--- src/rtl/reset_sequencer_if.sv ---
// Bundle between the reset sequencer and the domains it controls, plus debug
// visibility of the sequencer FSM.
interface reset_sequencer_if #(
  parameter int NUM_DOMAINS = 4
);

  // Handshake: reset_out[k] falling is the release request for domain k; the
  // domain answers by holding domain_ack[k] high once its synchronized reset
  // has deasserted, and the sequencer advances only on that level. sw_req is
  // a single-cycle pulse, sampled only while the sequencer is in RUN or FAULT.
  logic [NUM_DOMAINS-1:0] sw_req;
  logic [NUM_DOMAINS-1:0] domain_ack;
  logic [NUM_DOMAINS-1:0] reset_out;
  logic                   busy;
  logic                   fault;
  logic [2:0]             fault_domain;
  logic [2:0]             state;
  logic [2:0]             idx;

  modport master (
    input  sw_req, domain_ack,
    output reset_out, busy, fault, fault_domain, state, idx
  );

  modport slave (
    output sw_req, domain_ack,
    input  reset_out, busy, fault, fault_domain, state, idx
  );

endinterface

--- src/rtl/reset_sequencer.sv ---
// Reset sequencer: keeps all domains in reset until the PLL is stably locked,
// then releases them one by one in index order, waiting for each acknowledge.
module reset_sequencer #(
  parameter int NUM_DOMAINS = 4,
  parameter int HOLD_CYCLES = 256,
  parameter int ACK_TIMEOUT = 1024
) (
  input  logic              clock,
  input  logic              areset,
  input  logic              pll_locked,
  reset_sequencer_if.master bus
);

  localparam int MAX_CYCLES = (HOLD_CYCLES > ACK_TIMEOUT) ? HOLD_CYCLES : ACK_TIMEOUT;
  localparam int CNT_W      = $clog2(MAX_CYCLES) + 1;

  localparam logic [CNT_W-1:0] HOLD_TARGET = CNT_W'(HOLD_CYCLES);
  localparam logic [CNT_W-1:0] ACK_TARGET  = CNT_W'(ACK_TIMEOUT);
  localparam logic [CNT_W-1:0] CNT_MAX     = {CNT_W{1'b1}};
  localparam logic [2:0]       LAST_IDX    = 3'(NUM_DOMAINS - 1);

  typedef enum logic [2:0] {
    HOLD     = 3'd0,
    RELEASE  = 3'd1,
    WAIT_ACK = 3'd2,
    RUN      = 3'd3,
    FAULT    = 3'd4
  } state_t;

  logic                   lock_meta;
  logic                   lock_sync;
  state_t                 state_q, state_d;
  logic [2:0]             idx_q, idx_d;
  logic [CNT_W-1:0]       cnt_q, cnt_d;
  logic [NUM_DOMAINS-1:0] rst_q, rst_d;
  logic [2:0]             fdom_q, fdom_d;

  logic [CNT_W-1:0]       cnt_inc;
  logic                   sw_hit;
  logic [2:0]             sw_idx;
  logic [NUM_DOMAINS-1:0] idx_onehot;
  logic [NUM_DOMAINS-1:0] idx_upper;
  logic [NUM_DOMAINS-1:0] sw_upper;
  logic                   ack_sel;

  // Shared helpers: saturating count, lowest requested domain, index masks.
  always_comb begin
    cnt_inc = (cnt_q == CNT_MAX) ? cnt_q : cnt_q + CNT_W'(1);
    sw_hit  = 1'b0;
    sw_idx  = '0;
    for (int i = NUM_DOMAINS - 1; i >= 0; i--) begin
      if (bus.sw_req[i]) begin
        sw_hit = 1'b1;
        sw_idx = 3'(i);
      end
    end
    for (int i = 0; i < NUM_DOMAINS; i++) begin
      idx_onehot[i] = (3'(i) == idx_q);
      idx_upper[i]  = (3'(i) >= idx_q);
      sw_upper[i]   = (3'(i) >= sw_idx);
    end
    ack_sel = |(bus.domain_ack & idx_onehot);
  end

  // State register; the lock synchronizer shares the same asynchronous reset.
  always_ff @(posedge clock or posedge areset) begin
    if (areset) begin
      lock_meta <= 1'b0;
      lock_sync <= 1'b0;
      state_q   <= HOLD;
      idx_q     <= '0;
      cnt_q     <= '0;
      rst_q     <= '1;
      fdom_q    <= '0;
    end else begin
      lock_meta <= pll_locked;
      lock_sync <= lock_meta;
      state_q   <= state_d;
      idx_q     <= idx_d;
      cnt_q     <= cnt_d;
      rst_q     <= rst_d;
      fdom_q    <= fdom_d;
    end
  end

  // Next-state logic. Lock loss overrides everything else, including sw_req.
  always_comb begin
    state_d = state_q;
    idx_d   = idx_q;
    cnt_d   = cnt_q;
    rst_d   = rst_q;
    fdom_d  = fdom_q;
    if (!lock_sync) begin
      state_d = HOLD;
      idx_d   = '0;
      cnt_d   = '0;
      rst_d   = '1;
    end else begin
      unique case (state_q)
        HOLD: begin
          cnt_d = cnt_inc;
          if (cnt_inc >= HOLD_TARGET) begin
            state_d = RELEASE;
            cnt_d   = '0;
          end
        end
        RELEASE: begin
          rst_d   = rst_q & ~idx_onehot;
          cnt_d   = '0;
          state_d = WAIT_ACK;
        end
        WAIT_ACK: begin
          if (ack_sel) begin
            cnt_d = '0;
            if (idx_q == LAST_IDX) begin
              state_d = RUN;
            end else begin
              idx_d   = idx_q + 3'd1;
              state_d = RELEASE;
            end
          end else begin
            cnt_d = cnt_inc;
            if (cnt_inc >= ACK_TARGET) begin
              // Re-assert the silent domain and everything above it.
              state_d = FAULT;
              fdom_d  = idx_q;
              rst_d   = rst_q | idx_upper;
              cnt_d   = '0;
            end
          end
        end
        RUN: begin
          rst_d = '0;
          if (sw_hit) begin
            rst_d   = rst_q | sw_upper;
            idx_d   = sw_idx;
            cnt_d   = '0;
            state_d = HOLD;
          end
        end
        FAULT: begin
          if (sw_hit) begin
            rst_d   = rst_q | sw_upper;
            idx_d   = sw_idx;
            cnt_d   = '0;
            state_d = HOLD;
          end
        end
        default: begin
          state_d = HOLD;
          idx_d   = '0;
          cnt_d   = '0;
          rst_d   = '1;
        end
      endcase
    end
  end

  // Output logic: reset_out comes straight from its register, never from logic.
  assign bus.reset_out    = rst_q;
  assign bus.busy         = (state_q != RUN);
  assign bus.fault        = (state_q == FAULT);
  assign bus.fault_domain = fdom_q;
  assign bus.state        = state_q;
  assign bus.idx          = idx_q;

  a_run_released : assert property (@(posedge clock) disable iff (areset)
    (state_q == RUN) |-> (rst_q == '0));

  a_fault_held : assert property (@(posedge clock) disable iff (areset)
    (state_q == FAULT) |-> ((rst_q & idx_upper) == idx_upper));

  a_idx_range : assert property (@(posedge clock) disable iff (areset)
    idx_q <= LAST_IDX);

  a_state_legal : assert property (@(posedge clock) disable iff (areset)
    state_q <= FAULT);

endmodule

--- src/flat_wrapper.sv ---
// flat-port wrapper written by rule: the top's interface ports become plain ports
module reset_sequencer_flat 
#(
  parameter int NUM_DOMAINS = 4,
  parameter int HOLD_CYCLES = 256,
  parameter int ACK_TIMEOUT = 1024
)
  (clock, areset, pll_locked, bus_sw_req, bus_domain_ack, bus_reset_out, bus_busy, bus_fault, bus_fault_domain, bus_state, bus_idx);
  reset_sequencer_if #(.NUM_DOMAINS(NUM_DOMAINS)) bus_i ();
  input  logic clock;
  input  logic areset;
  input  logic pll_locked;
  input wire logic [$bits(bus_i.sw_req)-1:0] bus_sw_req;
  input wire logic [$bits(bus_i.domain_ack)-1:0] bus_domain_ack;
  output wire logic [$bits(bus_i.reset_out)-1:0] bus_reset_out;
  output wire logic [$bits(bus_i.busy)-1:0] bus_busy;
  output wire logic [$bits(bus_i.fault)-1:0] bus_fault;
  output wire logic [$bits(bus_i.fault_domain)-1:0] bus_fault_domain;
  output wire logic [$bits(bus_i.state)-1:0] bus_state;
  output wire logic [$bits(bus_i.idx)-1:0] bus_idx;
  assign bus_i.sw_req = bus_sw_req;
  assign bus_i.domain_ack = bus_domain_ack;
  assign bus_reset_out = bus_i.reset_out;
  assign bus_busy = bus_i.busy;
  assign bus_fault = bus_i.fault;
  assign bus_fault_domain = bus_i.fault_domain;
  assign bus_state = bus_i.state;
  assign bus_idx = bus_i.idx;
  reset_sequencer #(.NUM_DOMAINS(NUM_DOMAINS), .HOLD_CYCLES(HOLD_CYCLES), .ACK_TIMEOUT(ACK_TIMEOUT)) u_core (.clock(clock), .areset(areset), .pll_locked(pll_locked), .bus(bus_i));
endmodule
--- config.mk ---
export PLATFORM = sky130hd
export DESIGN_NAME = reset_sequencer_flat
export DESIGN_NICKNAME = d
export VERILOG_FILES = /design/src/rtl/reset_sequencer_if.sv /design/src/rtl/reset_sequencer.sv /design/src/flat_wrapper.sv
export SDC_FILE = /design/constraint.sdc
export NUM_CORES = 1
export LEC_CHECK = 0
export BUFFER_PORTS_ARGS = -buffer_cell sky130_fd_sc_hd__buf_4
export CORE_AREA = 2 2 59 61
export DETAILED_ROUTE_END_ITERATION = 8
export DIE_AREA = 0 0 61 63
export PLACE_DENSITY = 0.78
export SYNTH_ARGS = -nofsm -noshare
export SYNTH_HDL_FRONTEND = slang
export SYNTH_SLANG_ARGS = --single-unit
export TNS_END_PERCENT = 5
--- constraint.sdc ---
create_clock -name clock -period 2.9 [get_ports clock]
set_clock_uncertainty 0.05 [all_clocks]
set_input_delay 0.145 -clock clock [delete_from_list [all_inputs] [get_ports clock]]
set_output_delay 0.145 -clock clock [all_outputs]
set_load 0.03 [all_outputs]
# == Yosys cells after proc, flatten, opt, wreduce, memory -nomap -nowiden ==
# Index checks and enable logic that the tools add are counted.
# word_totals
regBits,26
latch_bits,0
ramBits,0
romBits,0
input_bits,11
out_inout_bits,15
wordCells,87
mem_count,0
# classes
addsub,2
multipliers,0
div,0
order_cmp,10
n_eq_ne,20
shift,0
n_mux,33
bitwise,6
reduce_logical,9
# ops
op,n
11-bit 2-to-1 mux,6
11-bit case mux with 3 select lines,1
3-bit 2-to-1 mux,9
"3-bit != test, second input constant",7
4-bit 2-to-1 mux,5
4-bit case mux with 5 select lines,1
3-bit case mux with 4 select lines,1
4-bit AND reduction,3
"11-bit by 1-bit adder with 11-bit output, second input constant",1
"11-bit equality test, second input constant",1
"11-bit greater-or-equal comparator, second input constant",1
"11-bit by 9-bit greater-or-equal comparator with 1-bit output, second input constant",1
2-bit 2-to-1 mux,5
"3-bit by 2-bit equality test with 1-bit output, second input constant",3
3-bit case mux with 3 select lines,1
4-bit AND,2
4-bit bitwise OR,2
"2-bit by 3-bit equality test with 1-bit output, first input constant",2
"1-bit by 3-bit greater-or-equal comparator with 1-bit output, first input constant",2
"2-bit by 3-bit greater-or-equal comparator with 1-bit output, first input constant",2
3-bit zero test,2
"1-bit by 2-bit greater-or-equal comparator with 1-bit output, first input constant",2
"2-bit greater-or-equal comparator, first input constant",2
1-bit 2-to-1 mux,4
12 further kinds,14

# == Depth between registers and ports, before layout ==
# logic_depth
word_depth,9
ltp_mapped,10
ltp_nobuf,8

# == Least setup slack after synthesis ==
# No wires, ideal clock.
# synth_path
path_kind,reg2reg
start,register u_core.idx_q[0] (netlist: u_core.bus.idx[0])
end,register u_core.fdom_q[0] (netlist: u_core.bus.fault_domain[0])
setup_time_ns,0.125
arrival_ns,2.388
required_ns,2.725
path_slack_ns,0.337
stages_incl_launch_ff,8
path_buffers,1
synth_period_minus_slack_ns,2.563
cell_sequence,dfrtp_1 clkbuf_1 inv_1 ha_1 a22oi_1 o22ai_1 nor4_1 mux2_2
# synth_via
elab_chain_len,5
word_cells_on_any_way,8
cone_classes,eq/ne: 3; bitwise: 2; reduce/logical: 3
# synth_lines
item,line,text
"start, declared",reset_sequencer.sv:33,"logic [2:0] idx_q, idx_d;"
"start signal, assigned",reset_sequencer.sv:79,idx_q <= idx_d;
"1-bit by 3-bit equality test with 1-bit output, or another cell as far along",reset_sequencer.sv:58,idx_onehot[i] = (3'(i) == idx_q);
4-bit AND,reset_sequencer.sv:62,ack_sel = |(bus.domain_ack & idx_onehot);
4-bit OR reduction,reset_sequencer.sv:62,
1-bit NOT (no source line),--,
4-bit AND reduction (no source line),--,
"end signal, assigned",reset_sequencer.sv:82,fdom_q <= fdom_d;
"end, declared",reset_sequencer.sv:36,"logic [2:0] fdom_q, fdom_d;"
# Parallel ways exist; a longest one is shown, timed or not.
# A chain may end at the register's enable or synchronous reset.

# == Worst setup path after layout ==
# layout_path
start,register u_core.idx_q[0] (netlist: u_core.bus.idx[0])
end,register u_core.state_q[0] (netlist: u_core.bus.state[0])
# layout_via
elab_chain_len,6
word_cells_on_any_way,11
cone_classes,eq/ne: 4; mux: 3; bitwise: 1; reduce/logical: 3
# layout_lines
item,line,text
"1-bit by 3-bit equality test with 1-bit output, or another cell as far along",reset_sequencer.sv:58,
4-bit AND (*),reset_sequencer.sv:62,
4-bit OR reduction (*),reset_sequencer.sv:62,
3-bit 2-to-1 mux,reset_sequencer.sv:113,if (ack_sel) begin
3-bit case mux with 4 select lines,reset_sequencer.sv:99,unique case (state_q)
3-bit 2-to-1 mux,reset_sequencer.sv:93,if (!lock_sync) begin
"end signal, assigned",reset_sequencer.sv:78,state_q <= state_d;
"end, declared",reset_sequencer.sv:32,"state_t state_q, state_d;"
# Mark *: on every way between the ends. The rest lies on a longest branch, timed or not.

==> results.py <==
metrics = {
    "grt": {
        "grt_pass1_vias": 1514,
        "grt_first_pass_wirelength_um": 7050,
        "grt_overflow": 0,
        "antenna_found_initial": 0,
        "grt_max_degree": 27,
        "grt_usage": 0.236,
    },
    "synth": {
        "seq_area_frac_synth": 0.380,
        "synthXorXnorAreaFrac": 0.0305,
        "synth_compound_area_frac": 0.224,
        "synth_fp_nets": 207,
        "netlist_top_cells_area": "dfrtp_1 (32%), o21ai_0 (6.4%), dfstp_2 (6.1%), nor3_1 (3.2%), ha_1 (2.9%)",
        "yosysTopAreaCell": "dfrtp_1",
        "yosys_warnings": 0,
        "synth_top_flop_cell": "dfrtp_1",
        "synth_enable_flop_cells": 0,
        "synthDistinctLibCells": 53,
        "yosysTopAreaCellShare": 0.319,
        "synth_fa_ha_area_frac": 0.0290,
        "synth_seq_cells": 26,
        "synth.area.mux_share": 0.0464,
        "avgSynthCellArea_um2": 8.98,
        "syn_area_um2": 1720,
        "synth_top_family_by_area": "compound AO/OA/AOI/OAI gates",
        "synthCells": 192,
        "synthSimpleGateAreaFrac": 0.218,
        "async_reset_ff_frac": 1.00,
    },
    "timing": {
        "period_share": 0.878,
        "rsz0062_at_grt": "false",
        "hold_violations": 22,
        "slew_headroom": 0.386,
        "maxSlewViolCount": 0,
        "tightest_slew_ns": 0.920,
        "fin_setup_tns_ns": 0,
        "fin_hold_ws_ns": -0.0444,
        "setup_viol": 0,
        "finalCriticalPeriod_ns": 2.55,
        "max_freq_mhz": 393,
        "setup_slack_ns": 0.355,
    },
    "status": {
        "failed_checks": "hold timing",
        "outcome": "finished, violations left",
    },
    "setup_path": {
        "path_delay_family": "compound AO/OA/AOI/OAI gates",
        "slowest_delay_ns": 0.54,
        "arrival_ns": 2.73,
        "crit_type": "flop to flop",
        "cp-start-kind": "flop",
        "cpMaxStageDelayCell": "dfrtp_1",
        "crit_path_cell_trace": "inv_1 -> ha_1 -> a22oi_1 -> o22ai_1 -> nor4b_1 -> a31o_2 -> nor2_4 -> mux2_4",
        "cp_data_required_time_ns": 3.08,
        "end_kind": "flop",
        "path_buf_inv": 1,
        "critPathMaxFanout": 11,
    },
    "drt": {
        "vias_per_cell": 6.08,
        "drt_iter0_drc": 78,
        "first_pass_iters": 5,
        "wl_per_cell_um": 15.0,
        "drc_errors": 0,
        "ant_nets": 0,
        "totalWireLength_um": 3930,
        "vias": 1594,
    },
    "final_layout": {
        "final_common_cell": "buf_4",
        "final_cell_mix": "buf_4 (30), o21ai_0 (22), dfrtp_1 (22)",
        "nets": 232,
        "diodes": 0,
        "drive_gt1_frac": 0.250,
        "syn_to_final_growth_pct": 15.5,
        "n_fill_cell": 276,
    },
    "clock_network": {
        "cts_root_buffer": "clkbuf_4",
        "postCtsSetupBuffers": 0,
        "cts_resized": 0,
        "cts.sinks": 26,
        "cts_hold_buf": 1,
        "clockBufferDepth": 2,
        "worstSkewPairLatency_ns": 0.32,
        "htree_levels": 1,
        "cts_tree": "yes",
        "clk_pin_slew_ns": 0.14,
        "cts_buffers": 3,
    },
    "floorplanning": {
        "ios": 26,
        "die_area_um2": 3840,
        "die_w_um": 61,
        "core-area_um2": 3230,
        "die_h_um": 63,
        "start_util": 0.533,
        "rows": 21,
    },
    "placed_design": {
        "portBuffers": 25,
        "dp_hpwl_um": 3000,
        "dp_slack_ns": 0.434,
        "place.gp.congestion": 0.887,
    },
    "worst_hold_path": {
        "hold_path.class": "input pin to asynchronous set/reset pin",
    },
    "job": {
        "cap_violations": 0,
    },
    "pwr": {
        "ir_drop_mv": 0.434,
        "p_per_area_nw_per_um2": 669,
        "total_leakage_power_uw": 0.000850,
    },
}
==> cell usage after synthesis, drive strengths merged, types with 2 or more instances <==
cell type,instances
mux2i,2
nand3,5
and3,2
nor2,12
nor2b,2
o211ai,3
a21oi,9
nor4,4
nand4,4
inv,12
xor2,4
a31oi,4
a221oi,2
nor3b,2
or2,2
dfstp,4
nand2,11
clkbuf,5
or4,2
ha,4
xnor2,2
nor3,11
o21ai,25
buf,6
dfrtp,22
mux2,5
and4,3
o31ai,5
==> final cells by class <==
cell class	instances	area, um^2	area share
Clock buffer	3	22.5	0.0113
Clock inverter	1	30.0	0.0151
Inverter	12	45.0	0.0226
Multi-Input combinational cell	143	946	0.475
Sequential cell	26	656	0.329
Tap cell	46	57.6	0.0289
Timing Repair Buffer	31	235	0.118
==> worst paths after layout <==
path | from | cells past startpoint | slack [ns] | endpoint
hold reg to reg | u_core.lock_meta | 0 | 0.32 | u_core.lock_sync
min in group clock | bus_sw_req[0] | 3 | 0.13 | u_core.bus.reset_out[1]
setup / recovery | u_core.bus.idx[0] | 8 | 0.35 | u_core.bus.state[0]
setup reg to reg | u_core.bus.idx[0] | 8 | 0.35 | u_core.bus.state[0]
hold / removal | areset | 2 | -0.04 | u_core.bus.state[0]
max in group asynchronous | areset | 2 | 2.29 | u_core.bus.idx[2]
==> power breakdown <==
group	total [uW]	internal, uW	switching, uW
clock network	249	140	109
logic	579	220	358
registers	504	431	73.5
total	1330	791	541
==> flip-flops by register name, indices dropped and copies added, names as in the netlist <==
name and flops:
u_core.bus.reset_out 4, u_core.bus.fault_domain 3, u_core.lock_meta 1, u_core.bus.idx 3, u_core.lock_sync 1, u_core.bus.state 3
u_core.cnt_q 11
==> metal layers <==
layer  GRT usage  wire length (um)
met1       0.346              1810
met2       0.362              1870
met3      0.0435               219
met4      0.0462                28
met5           0                 0
==> cell families after synthesis <==
logic type,Yosys count
AO/OA/AOI/OAI,60
XOR/XNOR,6
adder cells (fa/ha/maj),4
buffers and inverters,23
flip-flops,26
multiplexers,7
AND/OR/NAND/NOR,66
==> metrics by stage <==
step | cell area [um^2] | util | total power (uW) | instances | hold WS [ns]
3_3_place_gp | 1930 | 0.597 | 1070 | 257 | 0.205
2_1_floorplan | 1720 | - | 933 | 192 | 0.126
3_5_place_dp | 1930 | 0.597 | 1090 | 257 | 0.206
5_1_grt | 1990 | 0.616 | 1430 | 262 | 0.0358
4_1_cts | 1990 | 0.616 | 1340 | 262 | 0.00356
6_report | 1990 | 0.616 | 1330 | 262 | -0.0444
No activity file was read; power rests on OpenSTA's default activity.
